===== config.mk =====
export PLATFORM = sky130hd
export DESIGN_NAME = inner_product_acc
export DESIGN_NICKNAME = d
export VERILOG_FILES = /design/src/rtl/inner_product_acc.sv
export SDC_FILE = /design/constraint.sdc
export NUM_CORES = 1
export LEC_CHECK = 0
export ABC_AREA = 1
export BUFFER_PORTS_ARGS = -buffer_cell sky130_fd_sc_hd__buf_2
export CAP_MARGIN = 20
export CORE_UTILIZATION = 55
export DETAILED_ROUTE_END_ITERATION = 8
export MAX_ROUTING_LAYER = met4
export PLACE_DENSITY_LB_ADDON = 0.05
export RECOVER_POWER = 100
export SKIP_LAST_GASP = 1
export SLEW_MARGIN = 25
export SYNTH_ARGS = -nofsm -noshare
export SYNTH_HDL_FRONTEND = slang
export SYNTH_SLANG_ARGS = --single-unit
export TNS_END_PERCENT = 50

===== constraint.sdc =====
create_clock -name clk -period 7.37 [get_ports clk]
set_clock_uncertainty 0.05 [all_clocks]
set_input_delay 0.3685 -clock clk [delete_from_list [all_inputs] [get_ports clk]]
set_output_delay 0.3685 -clock clk [all_outputs]
set_load 0.02 [all_outputs]

===== src/rtl/inner_product_acc.sv =====
// Signed fixed-point dot-product engine: one saturating multiply-accumulate per cycle,
// optional chaining from the previous result, stb/ack handshakes on input and output.
module inner_product_mac_step #(
    parameter int ELEMENT_WIDTH = 16,
    parameter int ACC_WIDTH     = 34
) (
    input  logic signed [ELEMENT_WIDTH-1:0] a,
    input  logic signed [ELEMENT_WIDTH-1:0] b,
    input  logic signed [ACC_WIDTH-1:0]     acc,
    output logic signed [ACC_WIDTH-1:0]     acc_next,
    output logic                            ovf
);
    localparam int PW = 2*ELEMENT_WIDTH;
    localparam int SW = ACC_WIDTH + 1;

    logic signed [PW-1:0] prod;
    logic        [SW-1:0] sum;

    assign prod = a * b;
    // One guard bit is enough: |prod| never exceeds the accumulator range.
    assign sum  = {acc[ACC_WIDTH-1], acc} + {{(SW-PW){prod[PW-1]}}, prod};
    assign ovf  = sum[SW-1] ^ sum[SW-2];

    always_comb begin
        acc_next = sum[ACC_WIDTH-1:0];
        if (ovf)
            acc_next = sum[SW-1] ? {1'b1, {(ACC_WIDTH-1){1'b0}}}
                                 : {1'b0, {(ACC_WIDTH-1){1'b1}}};
    end
endmodule

module inner_product_acc #(
    parameter int ELEMENT_WIDTH      = 16,
    parameter int NUMBER_OF_ELEMENTS = 4,
    parameter int ACC_WIDTH          = 34
) (
    input  logic                                        clk,
    input  logic                                        rst,
    input  logic [ELEMENT_WIDTH*NUMBER_OF_ELEMENTS-1:0] row,
    input  logic [ELEMENT_WIDTH*NUMBER_OF_ELEMENTS-1:0] column,
    input  logic                                        acc_i,
    input  logic                                        row_i_stb,
    input  logic                                        column_i_stb,
    output logic                                        row_i_ack,
    output logic                                        column_i_ack,
    output logic [ACC_WIDTH-1:0]                        out,
    output logic                                        out_ovf,
    output logic                                        out_o_stb,
    input  logic                                        out_o_ack
);
    localparam int VW = ELEMENT_WIDTH*NUMBER_OF_ELEMENTS;
    localparam int KW = (NUMBER_OF_ELEMENTS > 1) ? $clog2(NUMBER_OF_ELEMENTS) : 1;
    localparam logic [KW-1:0] K_LAST = KW'(NUMBER_OF_ELEMENTS - 1);

    typedef enum logic [1:0] {IDLE, CAPTURE, MAC, OUTPUT} state_t;

    state_t                       state;
    logic [VW-1:0]                row_r, column_r;
    logic                         acc_mode;
    logic [KW-1:0]                k;
    logic signed [ACC_WIDTH-1:0]  acc, prev, acc_next;
    logic                         ovf, step_ovf;

    // Operand registers shift down one element per MAC cycle, so element k sits at the bottom.
    inner_product_mac_step #(
        .ELEMENT_WIDTH(ELEMENT_WIDTH),
        .ACC_WIDTH    (ACC_WIDTH)
    ) u_step (
        .a       (row_r[ELEMENT_WIDTH-1:0]),
        .b       (column_r[ELEMENT_WIDTH-1:0]),
        .acc     (acc),
        .acc_next(acc_next),
        .ovf     (step_ovf)
    );

    always_ff @(posedge clk or posedge rst) begin
        if (rst) begin
            state        <= IDLE;
            row_r        <= '0;
            column_r     <= '0;
            acc_mode     <= 1'b0;
            k            <= '0;
            acc          <= '0;
            prev         <= '0;
            ovf          <= 1'b0;
            row_i_ack    <= 1'b0;
            column_i_ack <= 1'b0;
            out          <= '0;
            out_ovf      <= 1'b0;
            out_o_stb    <= 1'b0;
        end else begin
            case (state)
                IDLE: begin
                    if (row_i_stb && column_i_stb) begin
                        row_r        <= row;
                        column_r     <= column;
                        acc_mode     <= acc_i;
                        row_i_ack    <= 1'b1;
                        column_i_ack <= 1'b1;
                        state        <= CAPTURE;
                    end
                end
                CAPTURE: begin
                    row_i_ack    <= 1'b0;
                    column_i_ack <= 1'b0;
                    acc          <= acc_mode ? prev : '0;
                    k            <= '0;
                    ovf          <= 1'b0;
                    state        <= MAC;
                end
                MAC: begin
                    acc      <= acc_next;
                    ovf      <= ovf | step_ovf;
                    row_r    <= row_r >> ELEMENT_WIDTH;
                    column_r <= column_r >> ELEMENT_WIDTH;
                    k        <= k + 1'b1;
                    if (k == K_LAST) begin
                        out       <= acc_next;
                        out_ovf   <= ovf | step_ovf;
                        out_o_stb <= 1'b1;
                        state     <= OUTPUT;
                    end
                end
                OUTPUT: begin
                    if (out_o_ack) begin
                        prev      <= acc;
                        out_o_stb <= 1'b0;
                        state     <= IDLE;
                    end
                end
                default: state <= IDLE;
            endcase
        end
    end
endmodule


==> Word level (Yosys, flattened, before mapping) <==
Cells that the tools add are included.
W data, S select, Z words.
{ "word_totals": {"wordCells": 56, "inputBits": 134, "output_inout_bits": 38, "ff_bits": 239} }
{ "classes": {"eq_ne": 7, "mul": 1, "mux": 19, "add_sub_neg": 2, "n_reduce_logical": 13, "n_bitwise": 2} }
{ "ops": {"columns": ["cell", "n"], "rows": [
  ["$pmux W64 S2", 2],
  ["$mux W64", 2],
  ["$mux W34", 3],
  ["$pmux W34 S2", 1],
  ["$add A34 B32 Y35", 1],
  ["$mul A16 B16 Y32", 1],
  ["$reduce_and A2 Y1", 5],
  ["$pmux W2 S4", 1],
  ["$reduce_bool A2 Y1", 4],
  ["$eq A2 B2 Y1 const B", 3],
  ["$mux W2", 3],
  ["$ne A2 B2 Y1 const B", 3],
  ["$pmux W1 S2", 3],
  ["$reduce_and A3 Y1", 2],
  ["$pmux W2 S2", 1],
  ["$mux W1", 3],
  ["$add A2 B1 Y2 const B", 1],
  ["$eq A2 B1 Y1 const B", 1],
  ["$logic_not A2 Y1", 1],
  ["$logic_and A1 B1 Y1", 1],
  ["$or A1 B1 Y1", 1],
  ["$xor A1 B1 Y1", 1]
]} }

==> Longest topological paths before layout <==
Gate-level depths: netlist of the first run.
{ "logic_depth": {"depth_word": 5, "mapped_depth": 33, "mapped_depth_nobuf": 30} }

==> By module <==
A second synthesis of the first run with hierarchy kept.
{ "unflattened": {"cells_unflattened": 3050, "hier_area_um2": 23181.0} }
{ "by_module_without_submodules": {"columns": ["module", "n_inst", "seq_area_each_um2", "area_each_um2", "cells_per_inst"], "rows": [
  ["inner_product_mac_step", 1, 0.0, 12652.1, 1666],
  ["inner_product_acc", 1, 5980.7, 10528.8, 1384]
]} }

==> Worst setup path after synthesis of the first run <==
OpenSTA, ideal clock, no wires.
{ "synth_path": {"path_kind": "reg-to-reg", "from": "register row_r[15]", "to": "register out_ovf", "setup_ns": 0.117, "arrival_ns": 5.986, "n_path_buf": 3, "required_ns": 7.203, "synth_period_minus_slack_ns": 6.154, "path_stages_with_launch": 29, "setup_slack_ns": 1.216, "cell_sequence": "dfrtp_1 -> clkbuf_1 -> clkbuf_1 -> nand2_1 -> inv_1 -> fa_1 -> fa_1 -> fa_1 -> inv_1 -> fa_1 -> inv_1 -> fa_1 -> inv_1 -> fa_1 -> inv_1 -> ha_1 -> a21oi_1 -> nand2_1 -> nand2_1 -> nand2_1 -> a21oi_4 -> nand2_2 -> nand2_4 -> nand2_8 -> nand2_4 -> buf_6 -> nand3_2 -> nand2_1 -> nand2_1"} }
{ "synth_between": {"elab_chain_len": 4} }
{ "synth_lines": {"columns": ["item", "line", "rtl"], "rows": [
  ["from (decl)", "58", "logic [VW-1:0] row_r, column_r;"],
  ["from (signal assigned)", "95", "row_r <= row;"],
  ["from (signal assigned)", "114", "row_r <= row_r >> ELEMENT_WIDTH;"],
  ["$mul A16 B16 Y32", "19", "assign prod = a * b;"],
  ["$add A34 B32 Y35", "21", "assign sum = {acc[ACC_WIDTH-1], acc} + {{(SW-PW){prod[PW-1]}}, prod};"],
  ["$xor A1 B1 Y1", "22", "assign ovf = sum[SW-1] ^ sum[SW-2];"],
  ["$or A1 B1 Y1", "119", "out_ovf <= ovf | step_ovf;"],
  ["to (signal assigned)", "119", null],
  ["to (decl)", "47", "output logic out_ovf,"]
]} }
Every way passes these cells.
A chain may end at the register's enable or synchronous reset.

==> Final worst setup path of the first run <==
{ "layout_path": {"from": "register row_r[15]", "to": "register acc[12]"} }
{ "layout_between": {"elab_chain_len": 5, "elab_cells_between_ends": 6, "cone_classes": "add/sub (1); mul (1); mux (3); bitwise (1)"} }
{ "layout_lines": {"columns": ["item", "line", "rtl"], "rows": [
  ["$mul A16 B16 Y32 (*)", "19", null],
  ["$add A34 B32 Y35 (*)", "21", null],
  ["$mux W34 or $xor A1 B1 Y1 (tied branches)", "27, 22", null],
  ["$mux W34 (*)", "26", "if (ovf)"],
  ["$pmux W34 S2 (*)", "92", "case (state)"],
  ["to (signal assigned)", "106", "acc <= acc_mode ? prev : '0;"],
  ["to (signal assigned)", "112", "acc <= acc_next;"],
  ["to (decl)", "61", "logic signed [ACC_WIDTH-1:0] acc, prev, acc_next;"]
]} }
Mark *: on every way between the ends. The rest lies on a longest branch, timed or not.

==> results of run 1 <==
routing by layer:
layer  vias to the layer above  global-route usage (%)
met3                        91                    5.32
li1                       8849                       -
met5                         -                       -
met4                         0                    7.56
met2                       523                    49.6
met1                      9143                    43.2
repair_timing:
item / 4_1_cts / 5_1_grt
hold buffers: 100 / 0
gates resized for setup: 0 / 0
endpoints found under the hold margin: 190 / 0
layout by cell type, fill, tap and decap left out, types with 8 or more instances in the layout:
cell             n
inv_1          618
buf_4           28
fa_1           310
dlygate4sd3_1  100
nand3_1         63
clkbuf_16       28
buf_2          132
a21oi_1         26
clkbuf_1        48
ha_1           110
nand2_2          8
o21bai_1         9
a31oi_1        125
dfrtp_1        239
xnor2_1         10
nand2_1        844
xor2_1          14
o21ai_0         87
nor2_1         185
critical path, cell delays in order (launching register included):
cell	delay, ps
dfrtp_1	640
nand2_1	190
inv_1	150
fa_1	530
fa_1	890
fa_1	450
inv_1	130
fa_1	500
inv_1	50
fa_1	520
inv_1	50
fa_1	470
inv_1	40
ha_1	390
nand2_1	100
nor2_1	140
nand2_1	120
nor3_2	120
nand2_1	140
nand3_1	170
nand2_4	100
nand2_4	340
o21ai_0	200
nand2_1	90
nand2_1	70
area by class of cell:
cell class,instances,area share (%)
antenna,1,0.00966
sequential,239,23.1
tap,532,2.57
inverter,627,9.09
clock inverter,13,0.512
timing repair buffer,307,8.04
multi-input combinational,1843,53.6
clock buffer,38,3.08
cell families after synthesis:
family,after synthesis
adders and majority gates,421
xor gates and xnor gates,24
DFF,239
buffers and inverters,777
and+or+nand+nor,1127
AOI/OAI and AO/OA,271
sequential cells by signal, indices dropped and copies added, names as in the netlist:
| signal | flops |
|---|---|
| column_r | 64 |
| row_r | 64 |
| acc | 34 |
| out | 34 |
| prev | 34 |
| k | 2 |
| state | 2 |
| acc_mode | 1 |
| column_i_ack | 1 |
| out_o_stb | 1 |
| out_ovf | 1 |
| ovf | 1 |
stage by stage:
stage               instance area, um2  worst slack (ps)  utilization, %  hold WS (ps)  instances
floorplan                        22800               392               -           403       2859
global placement                 24100               787            58.8           409       3447
detailed placement               24100               627            58.8           418       3447
CTS                              26000               602            63.5         0.457       3598
global route                     25900              69.6            63.3          5.37       3600
finish                           25900               572            63.3          13.0       3600
worst min-delay path by stage:
stage	endpoint	slack, ps	depth (start not counted)
global route	column_r[26]	5	3
detailed placement	out[15]	420	2
global placement	out[17]	410	2
finish	column_r[44]	10	3
CTS	column_r[7]	0.5	3
floorplan	prev[0]	400	2
==> flow_summary.ini, run 1 <==
[outcome]
status = finished, violations left
violations = capacitance limit, slew limit

[route]
wl_met1_mm = 27.7
drc_errors = 0
firstDrtPassIters = 5
drt-total-wl_mm = 61.6
viasPerCell = 5.17
drt-initial-drc-count = 1377
top_layer = met4
wl_per_cell_um = 17.1
wl_met3_mm = 3.78
postRouteAntennaNets = 0
met2_length_mm = 28.7
num_vias = 18600

[cts]
clkLatencyLatePin_ps = 590
numCtsBuffers = 28
clkSinkCount = 239
cts_root_buf = clkbuf_16
ctsLongestPathBuffers = 3
cts_setup_buffers = 0
cts_tree = yes
htree_levels = 1
clk_pin_slew_ps = 60

[synthesis]
synth_top_family_by_area = adder cells
synthSimpleGateAreaFrac_pct = 19.6
synth_edf_count = 0
synthMuxAreaShare_pct = 0
async_flop_share_pct = 100
avgSynthCellArea_um2 = 7.99
synthAdderAreaFrac_pct = 33.3
synth.distinct_cells = 45
synth_seq_area_share_pct = 26.2
synth_top_area_share_pct = 27.2
yosys-top-cells-area = fa_1 27%, dfrtp_1 26%, nand2_1 14%
syn_area_um2 = 22800
yosysTopAreaCell = fa_1
syn_inst = 2859
synth_xor_area_share_pct = 0.920
syn-num-nets = 3414
synth_compound_area_share_pct = 7.05
yosysWarnings = 0
synth-seq-cells = 239
synth_ff_type = dfrtp_1
synth_common_cells = 843 x nand2_1, 619 x inv_1, 310 x fa_1
yosysMostFrequentCell = nand2_1

[grt]
grt_first_pass_wirelength_mm = 101
grt_pass1_vias = 19300
antenna_found_initial = 1
grt_usage_pct = 31.7
overflow = 0
grt_max_degree = 149

[timing]
period_minus_slack_ps = 6800
fin_tns_setup_ps = 0
period_share_pct = 92.2
tightest_slew_ps = 4080
rsz0062_at_grt = false
slew_headroom_pct = -174
final-setup-viol-count = 0
slew_violations = 504
clock.fmax_ghz = 0.147
hold_viol = 0

[worst_setup_path]
crit_end = acc[12]
startpoint = row_r[15]
r2r_cells = 24
crit_required_ps = 7790
worst-endpoint-arrival_ps = 7210
crit_type = flip-flop to flip-flop
r2r_slack_ps = 570
critPathMaxFanout = 34
cp-end-kind = flip-flop
rr_endpoint = acc[12]
r2r_start = row_r[15]
startpoint_type = flip-flop

[placement]
hpwl_mm = 47.4
io_buffers = 171
gp_congestion = 0.955

[die]
die_x_um = 206
dieArea_um2 = 42300
io_pins = 172
coreArea_um2 = 40900
start_util_pct = 55.8
die_y_um = 206
num_rows = 74

[cells_and_area]
areaGrowthSynthToFinish_pct = 13.4
drive_above_1_share_pct = 8.12
regArea_um2 = 5980
nets = 3601
nFillCells = 3706
multiInputGateArea_um2 = 13900

[min_path]
hp-start = column[44]
hold_path.class = input pin to flip-flop

[run]
maxCapViolCount = 8
Power of run 1 is left out: the tool's default activity adds up to more than one toggle a clock period on the data nets, which glitch-free logic cannot reach.
==> inputs of run 2 (changes only) <==
--- a/config.mk
+++ b/config.mk
@@ -8,11 +8,12 @@
 export ABC_AREA = 1
 export BUFFER_PORTS_ARGS = -buffer_cell sky130_fd_sc_hd__buf_2
 export CAP_MARGIN = 20
-export CORE_UTILIZATION = 55
+export CORE_UTILIZATION = 53
 export DETAILED_ROUTE_END_ITERATION = 8
 export MAX_ROUTING_LAYER = met4
 export PLACE_DENSITY_LB_ADDON = 0.05
 export RECOVER_POWER = 100
+export SKIP_CTS_REPAIR_TIMING = 1
 export SKIP_LAST_GASP = 1
 export SLEW_MARGIN = 25
 export SYNTH_ARGS = -nofsm -noshare
==> flow_summary.ini, run 2 (synthesis gave the netlist of run 1 again) <==
[timing]
clock.fmax_ghz = 0.146
slew_violations = 679
holdWs_ps = -1.88
hold_viol = 1
slew_headroom_pct = -194
fin_tns_setup_ps = 0
tightest_slew_ps = 4380
period_minus_slack_ps = 6830
final-setup-viol-count = 0
period_share_pct = 92.7
rsz0062_at_grt = false

[route]
drt-total-wl_mm = 60.0
firstDrtPassIters = 5
wl_per_cell_um = 17.1
drt-initial-drc-count = 1251
num_vias = 18100
drc_errors = 0
postRouteAntennaNets = 0
viasPerCell = 5.17

[min_path]
hold_path.class = input pin to flip-flop

[cells_and_area]
drive_above_1_share_pct = 8.10
final_common_cell = nand2_1
reg_top3 = column_r (64), row_r (64)
final_cell_mix = 843 x nand2_1, 618 x inv_1, 310 x fa_1
multiInputGateArea_um2 = 13900
fin_area_um2 = 24900
nets = 3499
areaGrowthSynthToFinish_pct = 8.84
regArea_um2 = 5980
nFillCells = 3965

[run]
maxCapViolCount = 9

[grt]
grt_usage_pct = 30.1
grt_first_pass_wirelength_mm = 100
gr-max-usage-layer = met2
antenna_found_initial = 2
grt_pass1_vias = 18700
overflow = 0
met2_usage_pct = 46.6
grtUsageMet1_pct = 43.1
globalRouteMet3Util_pct = 4.03
grt_max_degree = 147

[placement]
hpwl_mm = 47.3
gp_congestion = 0.934
io_buffers = 171
dpl-instance-area_um2 = 24000

[cts]
clk_pin_slew_ps = 60
clkLatencyLatePin_ps = 550
cts_tree = yes
ctsLongestPathBuffers = 3
cts_root_buf = clkbuf_16
clkSinkCount = 239
htree_levels = 1
numCtsBuffers = 27

[worst_setup_path]
worst-endpoint-arrival_ps = 7210
crit_required_ps = 7750
startpoint_type = flip-flop
crit_type = flip-flop to flip-flop
crit_slowest_cell = fa_1
crit_buf_inv = 6
cp-end-kind = flip-flop
critical_path.top_delay_family = adder cells
critPathMaxFanout = 34
critPathMaxStageDelay_ps = 740

[die]
die_x_um = 210
io_pins = 172
dieArea_um2 = 43900
die_y_um = 210
start_util_pct = 54.1
num_rows = 75
coreArea_um2 = 42200

[outcome]
status = finished, violations left
violations = hold timing, capacitance limit, slew limit
run 2: worst reg2reg max path: stages, from the launching register on:
cell and delay, ps:
dfrtp_1 680, nand2_1 190, inv_1 140, fa_1 540
fa_1 750, fa_1 590, inv_1 140, fa_1 560
inv_1 60, fa_1 470, inv_1 50, fa_1 500
inv_1 50, ha_1 320, inv_1 130, o21bai_1 80
nor2_1 130, nand2_1 110, a21oi_4 180, nand2_2 90
nand2_4 100, nand2_8 80, nand2_4 350, o21ai_0 220
nand2_1 100, nand2_1 70
run 2: metal layers:
layer	up-vias	routed length [um]
met5	-	0
met1	8982	27600
met3	60	3600
met4	0	932
li1	8642	-
met2	438	27900
run 2: layout make-up:
class                   instances  share of cell area (%)
diodes                          2                  0.0201
clock buffers                  38                    3.13
clock inverters                 9                   0.418
inverters                     627                    9.48
multi-input cells            1843                    55.9
flip-flops and latches        239                    24.1
well taps                     539                    2.71
repair buffers                206                    4.32
run 2: worst paths after layout:
| path | from | end | slack (ps) | cells past startpoint |
|---|---|---|---|---|
| setup / recovery | row_r[15] | acc[10] | 540 | 25 |
| max in group asynchronous | rst | column_r[28] | 1860 | 4 |
| hold / removal | out_o_ack | out_o_stb | -2 | 2 |
| hold reg to reg | prev[30] | prev[30] | 430 | 2 |
| setup reg to reg | row_r[15] | acc[10] | 540 | 25 |
| min in group asynchronous | rst | prev[32] | 1620 | 3 |
run 2: through the flow:
step                      hold WS, ps  worst slack, ps  instances  utilization, %
after floorplan                   403              392       2859               -
after global placement            413              615       3451            56.9
after detailed placement          414              551       3451            56.9
after CTS                       -90.7              512       3498            59.0
after global routing             1.90             14.6       3503            58.9
final                           -1.88              540       3503            58.9
Power of run 2 is left out for the same reason.
